[config.mk]
export PLATFORM = sky130hd
export DESIGN_NAME = alu_share_arb
export DESIGN_NICKNAME = d
export VERILOG_FILES = /design/src/rtl/alu_share_arb.sv
export SDC_FILE = /design/constraint.sdc
export NUM_CORES = 1
export LEC_CHECK = 0
export ABC_AREA = 1
export CORE_MARGIN = 2
export CORE_UTILIZATION = 35
export CTS_CLUSTER_SIZE = 8
export DETAILED_ROUTE_END_ITERATION = 7
export PLACE_DENSITY_LB_ADDON = 0.08
export SYNTH_ARGS = -nofsm -noshare
export SYNTH_HDL_FRONTEND = slang
export SYNTH_SLANG_ARGS = --single-unit
[constraint.sdc]
create_clock -name clk -period 3.43 [get_ports clk]
set_input_delay 0.343 -clock clk [delete_from_list [all_inputs] [get_ports clk]]
set_output_delay 0.343 -clock clk [all_outputs]
set_load 0.01 [all_outputs]
[src/rtl/alu_share_arb.sv]
// Two-requester front end for a single 32-bit ALU: arbitrate, latch operands,
// execute one cycle, then hold the registered result until the owner takes it.
module alu_share_arb #(
  parameter bit RR_EN = 1'b1,
  parameter int CNT_W = 16
) (
  input  logic             clk,
  input  logic             rst,
  input  logic             req0_valid,
  output logic             req0_ready,
  input  logic [3:0]       req0_op,
  input  logic [31:0]      req0_src0,
  input  logic [31:0]      req0_src1,
  input  logic             req1_valid,
  output logic             req1_ready,
  input  logic [3:0]       req1_op,
  input  logic [31:0]      req1_src0,
  input  logic [31:0]      req1_src1,
  output logic             rsp0_valid,
  input  logic             rsp0_ready,
  output logic [31:0]      rsp0_res,
  output logic             rsp0_err,
  output logic             rsp1_valid,
  input  logic             rsp1_ready,
  output logic [31:0]      rsp1_res,
  output logic             rsp1_err,
  output logic             busy,
  output logic [CNT_W-1:0] ops_done,
  output logic [1:0]       dbg_state
);

  // Handshake rule: a transfer happens on a rising edge where valid and ready
  // are both high; ready never depends on anything but state and the valids.
  typedef enum logic [1:0] {
    IDLE = 2'd0,
    EXEC = 2'd1,
    RESP = 2'd2
  } state_e;

  state_e           state_q, state_d;
  logic             last_grant_q, last_grant_d;
  logic             owner_q, owner_d;
  logic [3:0]       op_q, op_d;
  logic [31:0]      src0_q, src0_d;
  logic [31:0]      src1_q, src1_d;
  logic [31:0]      res_q, res_d;
  logic             err_q, err_d;
  logic [CNT_W-1:0] ops_done_q, ops_done_d;

  logic             gnt_valid;
  logic             gnt_sel;
  logic             rsp_fire;
  logic [31:0]      alu_res;
  logic             alu_err;
  logic [4:0]       shamt;

  always_comb begin
    alu_res = '0;
    alu_err = 1'b0;
    shamt   = src1_q[4:0];
    case (op_q)
      4'h0: alu_res = src0_q + src1_q;
      4'h1: alu_res = src0_q - src1_q;
      4'h2: alu_res = {31'd0, $signed(src0_q) < $signed(src1_q)};
      4'h3: alu_res = {31'd0, src0_q < src1_q};
      4'h4: alu_res = src0_q & src1_q;
      4'h5: alu_res = src0_q | src1_q;
      4'h6: alu_res = ~(src0_q | src1_q);
      4'h7: alu_res = src0_q ^ src1_q;
      4'h8: alu_res = src0_q << shamt;
      4'h9: alu_res = src0_q >> shamt;
      4'hA: alu_res = 32'($signed(src0_q) >>> shamt);
      4'hB: alu_res = src1_q;
      default: alu_err = 1'b1;
    endcase
  end

  // On a tie the round-robin pointer favours whoever was not served last.
  always_comb begin
    gnt_valid = (state_q == IDLE) && (req0_valid || req1_valid);
    if (req0_valid && req1_valid) gnt_sel = RR_EN ? ~last_grant_q : 1'b0;
    else                          gnt_sel = req1_valid;
    rsp_fire = owner_q ? rsp1_ready : rsp0_ready;
  end

  always_comb begin
    state_d      = state_q;
    last_grant_d = last_grant_q;
    owner_d      = owner_q;
    op_d         = op_q;
    src0_d       = src0_q;
    src1_d       = src1_q;
    res_d        = res_q;
    err_d        = err_q;
    ops_done_d   = ops_done_q;
    req0_ready   = 1'b0;
    req1_ready   = 1'b0;
    rsp0_valid   = 1'b0;
    rsp1_valid   = 1'b0;
    case (state_q)
      IDLE: begin
        if (gnt_valid) begin
          req0_ready   = ~gnt_sel;
          req1_ready   = gnt_sel;
          op_d         = gnt_sel ? req1_op   : req0_op;
          src0_d       = gnt_sel ? req1_src0 : req0_src0;
          src1_d       = gnt_sel ? req1_src1 : req0_src1;
          owner_d      = gnt_sel;
          last_grant_d = gnt_sel;
          state_d      = EXEC;
        end
      end
      EXEC: begin
        res_d   = alu_res;
        err_d   = alu_err;
        state_d = RESP;
      end
      RESP: begin
        rsp0_valid = ~owner_q;
        rsp1_valid = owner_q;
        if (rsp_fire) begin
          ops_done_d = ops_done_q + {{(CNT_W-1){1'b0}}, 1'b1};
          state_d    = IDLE;
        end
      end
      default: state_d = IDLE;
    endcase
  end

  always_ff @(posedge clk or posedge rst) begin
    if (rst) begin
      state_q      <= IDLE;
      last_grant_q <= 1'b1;
      owner_q      <= 1'b0;
      op_q         <= '0;
      src0_q       <= '0;
      src1_q       <= '0;
      res_q        <= '0;
      err_q        <= 1'b0;
      ops_done_q   <= '0;
    end else begin
      state_q      <= state_d;
      last_grant_q <= last_grant_d;
      owner_q      <= owner_d;
      op_q         <= op_d;
      src0_q       <= src0_d;
      src1_q       <= src1_d;
      res_q        <= res_d;
      err_q        <= err_d;
      ops_done_q   <= ops_done_d;
    end
  end

  assign rsp0_res  = res_q;
  assign rsp1_res  = res_q;
  assign rsp0_err  = err_q;
  assign rsp1_err  = err_q;
  assign busy      = (state_q != IDLE);
  assign ops_done  = ops_done_q;
  assign dbg_state = state_q;

endmodule

==> results of run 1 <==
==> state kept, by name, indices dropped and copies added, names as in the netlist <==
name and count:
src1_q 32, owner_q 1, rsp0_res 32, src0_q 32
rsp0_err 1, dbg_state 2, op_q 4, ops_done 16
last_grant_q 1
==> kinds of logic after synthesis <==
group,count (synthesis)
fa+ha+maj,107
buf+inv,484
flops,121
xor+xnor,13
simple gates,1752
compound gates,338
==> cells in the mapped netlist, drive strengths merged <==
cell type / count / area, sq um
and2: 9 / 56.3
nand4: 20 / 125
xor2: 5 / 43.8
a22o: 1 / 8.76
nor3b: 1 / 7.51
o211ai: 86 / 646
nand2: 1112 / 4180
nor2: 222 / 898
buf: 109 / 658
inv: 330 / 1240
fa: 2 / 40.0
o21ai: 95 / 475
a21o: 1 / 7.51
o2111ai: 2 / 17.5
dfrtp: 120 / 3000
nand3: 356 / 1790
o22ai: 24 / 150
o21bai: 14 / 105
dfstp: 1 / 26.3
a211oi: 7 / 52.6
a21boi: 1 / 7.51
nand3b: 6 / 45.0
nor4: 1 / 6.26
o221ai: 2 / 17.5
or2: 1 / 6.26
o31ai: 2 / 15.0
clkbuf: 45 / 171
a21oi: 101 / 505
nor3: 24 / 125
xnor2: 8 / 70.1
ha: 105 / 1310
a31oi: 2 / 12.5
==> critical path, cell delays in order (launching register included) <==
cell     delay [ps]
dfrtp_1         510
inv_1           110
ha_1            450
nor2_1          310
nand3_1         140
nand3_1         320
nand2_1          90
nand2_1         220
a21oi_1          90
o21ai_0         110
nand2_1          80
nor2_1          430
nand2_1         100
nand2_1          80
nand2_1          40
==> stage by stage <==
step                      std cells  setup slack [ps]
after global routing           3582               128
final                          3583               241
after floorplan                2815               855
after global placement         3549               224
after detailed placement       3549               242
after CTS                      3581               216
==> layer usage <==
metal	up-vias	routed length (microns)
met1	9525	36100
met3	127	6520
met4	0	2610
met5	-	0
met2	827	39400
li1	9314	-
==> area by class of cell <==
class                      count  area, sq um
tap                          592          741
fill                        4973        25200
multi-input combinational   2210        10800
sequential                   121         3030
timing repair buffer         296         2860
clock buffer                  18          439
clock inverter                14          153
antenna                        2         5.00
inverter                     330         1240
==> power groups by stage <==
stage	sequential (mW)	clock (mW)	combinational, mW
finish	2.86	1.96	19.6
global route	2.92	2.05	21.3
CTS	2.84	1.99	19.1
detailed placement	2.86	0	19.0
global placement	2.83	0	19.1
floorplan	2.63	0	11.8
==> path summary, 6_finish.rpt <==
check	startpoint	end	slack (ps)	cells after the start
setup / recovery	src0_q[5]	rsp0_res[10]	240	14
hold / removal	rst	rsp0_res[6]	360	3
setup reg to reg	src0_q[5]	rsp0_res[10]	240	14
hold reg to reg	last_grant_q	last_grant_q	480	2
max in group asynchronous	rst	src1_q[1]	2380	3
min in group clk	req0_src1[23]	src1_q[23]	420	3
==> metrics.txt, run 1 <==
GP Congestion around 1.0; max_slew headroom 0.362; routed len/inst 23.6 microns; simple-gate share of the synthesized area 0.458; status complete, no violations; vias in the first global route 18805; met2 Track Usage GR 0.589; xor/xnor share of the synthesized area 0.00719; FP Rows between 70 and 80; clock share of power 0.080; Worst-Margin Slew around 950 ps; Hold Worst Slack about 360 ps; final core occ 0.433; dpl hpwl around 70 mm; Worst-path clk slew roughly 60 ps; VDD IR max roughly 0.81 mV; layout-stage area growth over the synthesis result 21.5%; Arr. time, crit path about 3600 ps; final setup fails 0; H-tree Lvls 4; clock tree from TritonCTS done; First DRT Iteration DRCs 2235; Max Freq between 0.3 and 0.4 GHz; critical path startpoint category register; multiplexer share of the synthesized area 0; total track usage 0.359; first-pass iteration count of the detailed router 6; clock buffer depth 2; largest family of logic cells by synthesized area simple AND/OR/NAND/NOR gates; CP Class register to register; Post CTS Setup Buffer Count 0; crit-path max FO 11; Design Area, Final ~0.019 sq mm; Hold Crit Class input pin to asynchronous set/reset pin; Post-DP Area 0.0186 sq mm; Crit. End Element register; power per cell area 1270 mW/mm^2; syn_nets around 3000; Worst EP required between 3000 and 4000 ps; Gate Count Post-Synth about 2800; count of hold buffers inserted by post-cts repair 0; GRT met3 Usage 0.0674; Int Pwr roughly 9 mW; most frequent cells in the layout 1109 x nand2_1, 354 x nand3_1, 320 x inv_1; area of the core ~0.044 sq mm; largest net degree at the start of global routing ~120; layout cells sized above 1 0.0452; Final Hold Viols 0; RSZ-0062 raised after global routing no; IO Count roughly 230; number of synthesized register bits approximately 120; Setup TNS Final 0 ps; met1 Use GR 0.475; Seq/Total Area, Yosys 0.191; antenna violations before repair 1; CTS sink cnt 121; die area 0.0470 sq mm; Leak 9.85 nW; global-route wire length before repair around 120 mm; Netlist cell types 44; chip height between 200 and 250 microns; Tmin final 3190 ps; die width ~220 microns; adder-cell share of the synthesized area 0.0855; antenna viol nets, final 0; CTS resizes 0; via total after detailed routing a little under 20000; final wirelength 84.6 mm; GRT busiest layer met2; syn_area_per_cell about 5.6 sq um; worst-skew pair later-pin latency roughly 500 ps; crit share post-route 0.930; post-synthesis compound-gate area fraction 0.128; Mapped Area between 0.015 and 0.02 sq mm; Vias/cell roughly 5.5; global route overflow 0; most common cell after layout, fill and taps aside nand2_1; final-stage net count between 3000 and 4000; initial core utilization 0.356; total power ~24 mW; root buffer cell clkbuf_16; Logic pwr share 0.803; clock buffer count from CTS 17; post-route DRC violation count 0; Net Sw Frac 0.640; I/O Buffers 230; Flop pwr share 0.117; sw power 15.6 mW; Max-cap violations 0; total number of yosys warnings 0; Worst Skew around 14 ps; max-slew violation count 0
No activity file was read; power rests on OpenSTA's default activity.
==> inputs of run 2 (changes only) <==
Settings changed: SLEW_MARGIN from default to 25.
==> results of run 2 <==
Same layout as run 1: the final DEF is identical, and so are final timing and power.
==> inputs of run 3 (changes only) <==
Settings changed: DONT_BUFFER_PORTS from default to 1.
Clock period 3.43 ns to 4.1 ns, I/O delays scaled along.
==> metrics.txt, run 3 (synthesized netlist as in run 1, its figures left out) <==
final-stage net count about 3000; final setup fails 0; Worst-Margin Slew 1100 ps; GP Congestion about 1; IO Count about 230; Worst EP required between 4000 and 5000 ps; clock buffer count from CTS 17; largest net degree at the start of global routing 64; CP Class register to register; Arr. time, crit path between 3000 and 4000 ps; crit-path max FO 37; status complete, no violations; via total after detailed routing approximately 19000; Worst-path clk slew 80 ps; antenna violations before repair 0; final wirelength approximately 83 mm; routed len/inst ~25 microns; Hold EP src0_q[18]; total track usage 0.353; layout-stage area growth over the synthesis result 5.41%; Max Freq just over 0.3 GHz; Setup TNS Final 0 ps; post-route DRC violation count 0; reg2reg end rsp0_res[10]; Vias/cell approximately 5.6; First DRT Iteration DRCs about 2200; hold depth 2; crit-path most repeated cell nand2_1; min-delay src req0_src0[18]; I/O Buffers 0; layout cells sized above 1 0.0392; worst-skew pair later-pin latency between 500 and 600 ps; first-pass iteration count of the detailed router 6; RSZ-0062 raised after global routing no; crit share post-route 0.807; ANT cells 0; vias in the first global route approximately 18000; global-route wire length before repair between 100 and 150 mm; Max-cap violations 0; H-tree Lvls 4; Final Hold Viols 0; Tmin final approximately 3300 ps; root buffer cell clkbuf_16; delay of the slowest critical-path stage 430 ps; FP Rows 77; max-slew violation count 0; most frequent cells in the layout 1108 x nand2_1, 354 x nand3_1, 320 x inv_1; clock tree from TritonCTS done; Post CTS Setup Buffer Count 0; CTS sink cnt 121; area of the core around 0.044 sq mm; worst-path cell chain buf_4 -> ha_1 -> fa_1 -> inv_1 -> nand3_1 -> nand3_1 -> nand2_1 -> nand2_1 -> a21oi_1 -> o21ai_0 -> nand2_1 -> nor2_1 -> nand2_1 -> nand2_1 -> nand2_1; die width approximately 220 microns; Worst Skew around 21 ps; dpl hpwl 67.6 mm; max_slew headroom 0.267; most common cell after layout, fill and taps aside nand2_1; Hold Crit Class input pin to register; chip height 217 microns; global route overflow 0; Crit. End Element register; CP max-delay cell dfrtp_1; die area ~0.047 sq mm; initial core utilization 0.356; CTS resizes 0; r2r worst-path depth 15; worst r2r src src1_q[0]; r2r setup slk just under 800 ps; critical path startpoint category register; clock buffer depth 2; antenna viol nets, final 0; count of hold buffers inserted by post-cts repair 1
==> run 3: through the flow <==
step	instance area [sq um]	std cells	setup slack [ps]	hold slack (ps)	utilization
after global routing	16700	3324	615	44.5	0.376
after global placement	16100	3291	844	420	0.362
after floorplan	15800	2815	477	448	-
after CTS	16700	3324	840	18.6	0.376
final	16700	3324	790	37.0	0.376
after detailed placement	16100	3291	859	434	0.362
==> run 3: worst max-delay path by stage <==
stage               startpoint            to
finish               src1_q[0]  rsp0_res[10]
global route         src1_q[0]  rsp0_res[10]
CTS                  src1_q[0]  rsp0_res[10]
detailed placement   src1_q[0]  rsp0_res[10]
global placement     src1_q[0]  rsp0_res[10]
floorplan                  rst  dbg_state[0]
==> run 3: layer usage <==
metal	up-vias	GRT usage	wire length, microns
met5	-	0	0
met4	0	0.143	3330
met3	130	0.0446	4990
met2	776	0.575	38400
met1	9024	0.474	36700
li1	8790	-	-
==> run 3: worst max-delay path: cells and delay by family, from the launching register on <==
family	cells	cell delay, ps
buf+inv	2	400
flops	1	430
compound gates	2	180
fa+ha+maj	2	720
simple gates	9	1450
==> run 3: cell type report <==
cell class / count / area [sq um]
clock buffers: 20 / 447
clock inverters: 12 / 163
fillers: 5128 / 27700
inverters: 330 / 1250
multi-input cells: 2210 / 10800
flip-flops and latches: 121 / 3030
well taps: 592 / 741
repair buffers: 39 / 295
Power of run 3 is not shown: default switching activity piles up to over one toggle a cycle in this logic, so the estimate is an artifact.
